**src/rtl/uproc_pkg.sv**
```systemverilog
// Shared opcode, register and fetch-FSM definitions for the micro-sequencer.
// Pure declarations; no latency, no backpressure.
// Imported by every ifetch file.
package uproc_pkg;

    localparam logic [3:0] OPCODE_NOP  = 4'h0;
    localparam logic [3:0] OPCODE_ADD  = 4'h1;
    localparam logic [3:0] OPCODE_SUB  = 4'h2;
    localparam logic [3:0] OPCODE_AND  = 4'h3;
    localparam logic [3:0] OPCODE_HALT = 4'hF;

    localparam logic [1:0] R0 = 2'd0;
    localparam logic [1:0] R1 = 2'd1;
    localparam logic [1:0] R2 = 2'd2;
    localparam logic [1:0] R3 = 2'd3;

    typedef enum logic [1:0] {
        ST_IDLE  = 2'd0,
        ST_FETCH = 2'd1,
        ST_ISSUE = 2'd2,
        ST_HALT  = 2'd3
    } fetch_state_t;

    function automatic logic [7:0] sat_inc8(input logic [7:0] v);
        return (v == 8'hFF) ? v : v + 8'd1;
    endfunction

endpackage

```
**src/rtl/ifetch_decode.sv**
```systemverilog
// Combinational opcode classifier: exactly one of alu/nop/halt/undef is high.
// Zero latency.
// No backpressure; pure function of opcode.
module ifetch_decode
    import uproc_pkg::*;
(
    input  logic [3:0] opcode,
    output logic       is_alu,
    output logic       is_nop,
    output logic       is_halt,
    output logic       is_undef
);

    always_comb begin
        is_alu   = 1'b0;
        is_nop   = 1'b0;
        is_halt  = 1'b0;
        is_undef = 1'b0;
        case (opcode)
            OPCODE_NOP:                        is_nop   = 1'b1;
            OPCODE_ADD, OPCODE_SUB, OPCODE_AND: is_alu  = 1'b1;
            OPCODE_HALT:                       is_halt  = 1'b1;
            default:                           is_undef = 1'b1;
        endcase
    end

endmodule

```
**src/rtl/ifetch.sv**
```systemverilog
// Instruction fetch/issue sequencer: walks program memory, skips NOPs, issues ALU ops.
// run -> first issue valid two cycles later; one issue per two cycles at best.
// Holds op/rsel with ins_valid high indefinitely while ins_ready is low.
module ifetch
    import uproc_pkg::*;
#(
    parameter int ADDR_W = 5,
    parameter int INS_W  = 6
) (
    input  logic              clk,
    input  logic              rst,
    input  logic              run,
    output logic [ADDR_W-1:0] addr,
    input  logic [INS_W-1:0]  ins_in,
    output logic [3:0]        op,
    output logic [1:0]        rsel,
    output logic              ins_valid,
    input  logic              ins_ready,
    output logic              halted,
    output logic              err,
    output logic [7:0]        icount
);

    fetch_state_t      state;
    logic [ADDR_W-1:0] pc;
    logic [3:0]        ir_op;
    logic [1:0]        ir_rsel;

    logic [3:0]        fetch_op;
    logic [1:0]        fetch_rsel;
    logic [ADDR_W-1:0] pc_inc;
    logic              is_alu;
    logic              is_nop;
    logic              is_halt;
    logic              is_undef;

    assign fetch_op   = ins_in[INS_W-1 -: 4];
    assign fetch_rsel = ins_in[1:0];
    assign pc_inc     = pc + ADDR_W'(1);

    ifetch_decode u_decode (
        .opcode   (fetch_op),
        .is_alu   (is_alu),
        .is_nop   (is_nop),
        .is_halt  (is_halt),
        .is_undef (is_undef)
    );

    always_ff @(posedge clk) begin
        if (rst) begin
            state   <= ST_IDLE;
            pc      <= '0;
            ir_op   <= OPCODE_NOP;
            ir_rsel <= R0;
            err     <= 1'b0;
            icount  <= 8'd0;
        end else begin
            case (state)
                ST_IDLE: begin
                    pc <= '0;
                    if (run) begin
                        state <= ST_FETCH;
                    end
                end
                ST_FETCH: begin
                    // Only ALU ops carry a meaningful rsel; undefined opcodes are
                    // recorded as NOP so garbage never reaches op/rsel.
                    ir_op   <= is_undef ? OPCODE_NOP : fetch_op;
                    ir_rsel <= is_alu ? fetch_rsel : R0;
                    if (is_alu) begin
                        state <= ST_ISSUE;
                    end else if (is_halt) begin
                        state <= ST_HALT;
                    end else begin
                        pc <= pc_inc;
                        if (is_undef) begin
                            err <= 1'b1;
                        end
                    end
                end
                ST_ISSUE: begin
                    if (ins_ready) begin
                        pc     <= pc_inc;
                        icount <= sat_inc8(icount);
                        state  <= ST_FETCH;
                    end
                end
                ST_HALT: begin
                    if (!run) begin
                        pc    <= '0;
                        state <= ST_IDLE;
                    end
                end
                default: state <= ST_IDLE;
            endcase
        end
    end

    assign addr      = pc;
    assign op        = ir_op;
    assign rsel      = ir_rsel;
    assign ins_valid = (state == ST_ISSUE);
    assign halted    = (state == ST_HALT);

    logic unused_nop;
    assign unused_nop = is_nop;

endmodule

```
**config.mk**
```make
export PLATFORM = sky130hd
export DESIGN_NAME = ifetch
export DESIGN_NICKNAME = d
export VERILOG_FILES = /design/src/rtl/uproc_pkg.sv /design/src/rtl/ifetch_decode.sv /design/src/rtl/ifetch.sv
export SDC_FILE = /design/constraint.sdc
export NUM_CORES = 1
export LEC_CHECK = 0
export CAP_MARGIN = 40
export CORE_UTILIZATION = 49
export CTS_BUF_LIST = sky130_fd_sc_hd__clkbuf_8
export DETAILED_ROUTE_END_ITERATION = 8
export HOLD_SLACK_MARGIN = 0.1
export PLACE_DENSITY = 0.85
export SKIP_LAST_GASP = 1
export SLEW_MARGIN = 20
export SYNTH_ARGS = -nofsm -noshare
export SYNTH_HDL_FRONTEND = slang
export SYNTH_SLANG_ARGS = --single-unit
```
**constraint.sdc**
```tcl
create_clock -name clk -period 2.1 [get_ports clk]
set_clock_uncertainty 0.1 [all_clocks]
set_input_delay 0.42 -clock clk [delete_from_list [all_inputs] [get_ports clk]]
set_output_delay 0.42 -clock clk [all_outputs]
set_load 0.02 [all_outputs]
```
==> metrics <==
Final nets=184; DR vias=between 1,000 and 1,500; path depth of the worst reg2reg path=6; Hold Path Depth=2; proportion of layout cells with a drive suffix above 1=approximately 11%; gr usage total=about a quarter; Buf/Inv on CP=2; Clock transition at path regs=0.08 ns; Root Buffer=clkbuf_8; outcome=finished, final reports clean; worst skew pair latency=between 0.2 and 0.3 ns; sequential fraction of the synthesis area=about 38%; most common cell after layout, fill and taps aside=clkdlybuf4s50_1; Fin. Hold Viols=0; crit path launch type=flop; RSZ-0062 raised after global routing=no; HPWL Detailed=roughly 2000 um; Worst Setup End Kind=primary output; cts hold-fix bufs=0; # IOs=32; hold crit path type=reg2reg; CP Depth=3; Tmin final=a little under 2 ns; yosys warns=0; Via density=5.73; clock share of power=a little over a quarter; setup TNS=0 ns; Synthesized Nets=approximately 150; number of flops mapped to enable cells by yosys=0; critical path class=reg2out; slew margin rel.=a little under 80%; sw power=roughly 500 uW; gr ovfl total=0; switching share of power=33.4%; pwr dens=just over 900 nW/um^2; Total Routed Length=about 2700 um; Die ar.=2530 um^2; Max Fanout on Critical Path=7; post-route ant nets=0; core box area=approximately 2200 um^2; fraction of registers with async set/reset=0%; Final period util=between 90% and 100%; post-synth top area share=38.5%; antenna cell count=0; Reg power frac=between 30% and 40%; Layout fillers=181; R2R Setup Slk=roughly 0.30 ns; antenna violations before repair=0; Synth cell types=34; area of the multi-input gates=659 um^2; critical path required time=approximately 1.6 ns; worst reg2reg startpoint=state[0]; mapped cell area=1140 um^2; commonest cells after routing, fill and taps aside=clkdlybuf4s50_1, dfxtp_1, nand2_1, nor2_1; H-Tree Depth=1; Synth area leader=dfxtp_1; DR iter-0 viols=7; final slew viol count=0; CTS sink cnt=22; dpl ws=approximately 0.045 ns; total clock buffers created by CTS=3; slowest stage cell, crit path=dfxtp_1; Placer Congestion=~0.74; Max VDD drop=between 500 and 600 uV; FMAX=~0.52 GHz; pin count of the biggest net entering global routing=14; Hold EP=op[3]; Post-CTS Setup Inserts=0; P&R area growth vs syn=37.8%; Starting Density=approximately 52%; I/O Buffers=31; DRC errors left=0; Die Ht=approximately 50 um; FP Rows=17; clock tree buffer depth=2; max_cap viols=0; worst r2r dst=state[1]; leading post-synthesis cells by cell area=dfxtp_1, ha_1, mux2i_1; wire per inst=about 14 um; Avg Inst Size Synth=roughly 9 um^2; worst stage delay on the critical path=about 0.41 ns; CP cell instances=inv_1, ha_1, dlygate4sd2_1; Crit path arrival time=1.40 ns; worst slew pin tran=0.339 ns; Comb pwr share=a little under two fifths; Crit path max-delay family=buffers and inverters; final setup violation count=0; register bit count reported by yosys=22; prevailing post-synth register cell=dfxtp_1; CTS tree=done; final worst-path setup slack=0.176 ns; Lkg Pwr=0.000622 uW; first-pass GRT wire length=~4500 um; internal power=roughly 970 uW; die width=50.3 um; TritonRoute pass-1 iters=4; number of global-route vias before repair=approximately 1,100; register area=around 440 um^2; Mapped Cells=131; Hold Startpoint=op[3]
## worst min-delay path: cells and delay by family (launching register included)
kind	cells	cell delay, ns
simple gates	1	0.05
flops	1	0.32
compound gates	1	0.05
## cells by family after synthesis
group | synth area share, %
buffers and inverters | 3.93
flip-flops | 38.5
AO/OA/AOI/OAI | 18.6
adder cells (fa/ha/maj) | 7.65
multiplexers | 5.25
AND/OR/NAND/NOR | 23.1
XOR/XNOR | 3.06
## worst max-delay path by stage
| stage | startpoint | endpoint |
|---|---|---|
| 6_report | state[0] | ins_valid |
| 5_1_grt | state[0] | ins_valid |
| 4_1_cts | state[0] | halted |
| 3_5_place_dp | ins_in[2] | addr[4] |
| 3_3_place_gp | ins_in[2] | addr[3] |
| 2_1_floorplan | state[0] | state[0] |
## final cells by class
class | count | share of cell area [%]
Multi-Input combinational cell | 97 | 41.8
Timing Repair Buffer | 35 | 21.6
Clock inverter | 1 | 1.90
Sequential cell | 22 | 27.9
Clock buffer | 3 | 2.62
Tap cell | 28 | 2.22
Inverter | 8 | 1.90
## flip-flops by register name, summed over array words and instances, names as in the netlist
register / flops
addr: 5
err: 1
icount: 8
op: 4
rsel: 2
state: 2
## power groups by stage
stage	Combinational (uW)	Clock, uW	Sequential [uW]
floorplan	330	0	555
detailed placement	545	0	519
finish	550	396	511
global placement	533	0	516
CTS	552	395	510
global route	602	417	519
## per-layer routing
layer | global-route usage, % | vias up | share of wire (%)
met4 | 12.0 | 0 | 1.1
met3 | 3.03 | 4 | 4.3
met2 | 43.1 | 32 | 50
li1 | - | 545 | -
met5 | 0 | - | 0
met1 | 25.4 | 530 | 44
## Yosys cell counts, types with 4 or more instances
master	instances
a21oi_1	6
dfxtp_1	22
nand2_1	15
mux2i_1	6
xor2_1	4
o211ai_1	4
inv_1	8
nor3_1	5
ha_1	7
nand3_1	8
nor2_1	12
## stage by stage
step	instances	area [um^2]	util (%)	total power [uW]	hold WS, ns
floorplan	131	1140	-	884	0.368
detailed placement	190	1510	68.0	1060	0.350
global route	194	1580	71.3	1540	0.386
global placement	190	1510	68.0	1050	0.345
finish	194	1580	71.3	1460	0.357
CTS	194	1580	71.2	1460	0.361
## what timing repair did
| action | 4_1_cts | 5_1_grt |
|---|---|---|
| setup endpoints to repair | 1 | 1 |
| gates cloned | 0 | 0 |
| hold endpoints to repair | 0 | 0 |
| gates resized for setup | 1 | 1 |
No activity file was read; power rests on OpenSTA's default activity.
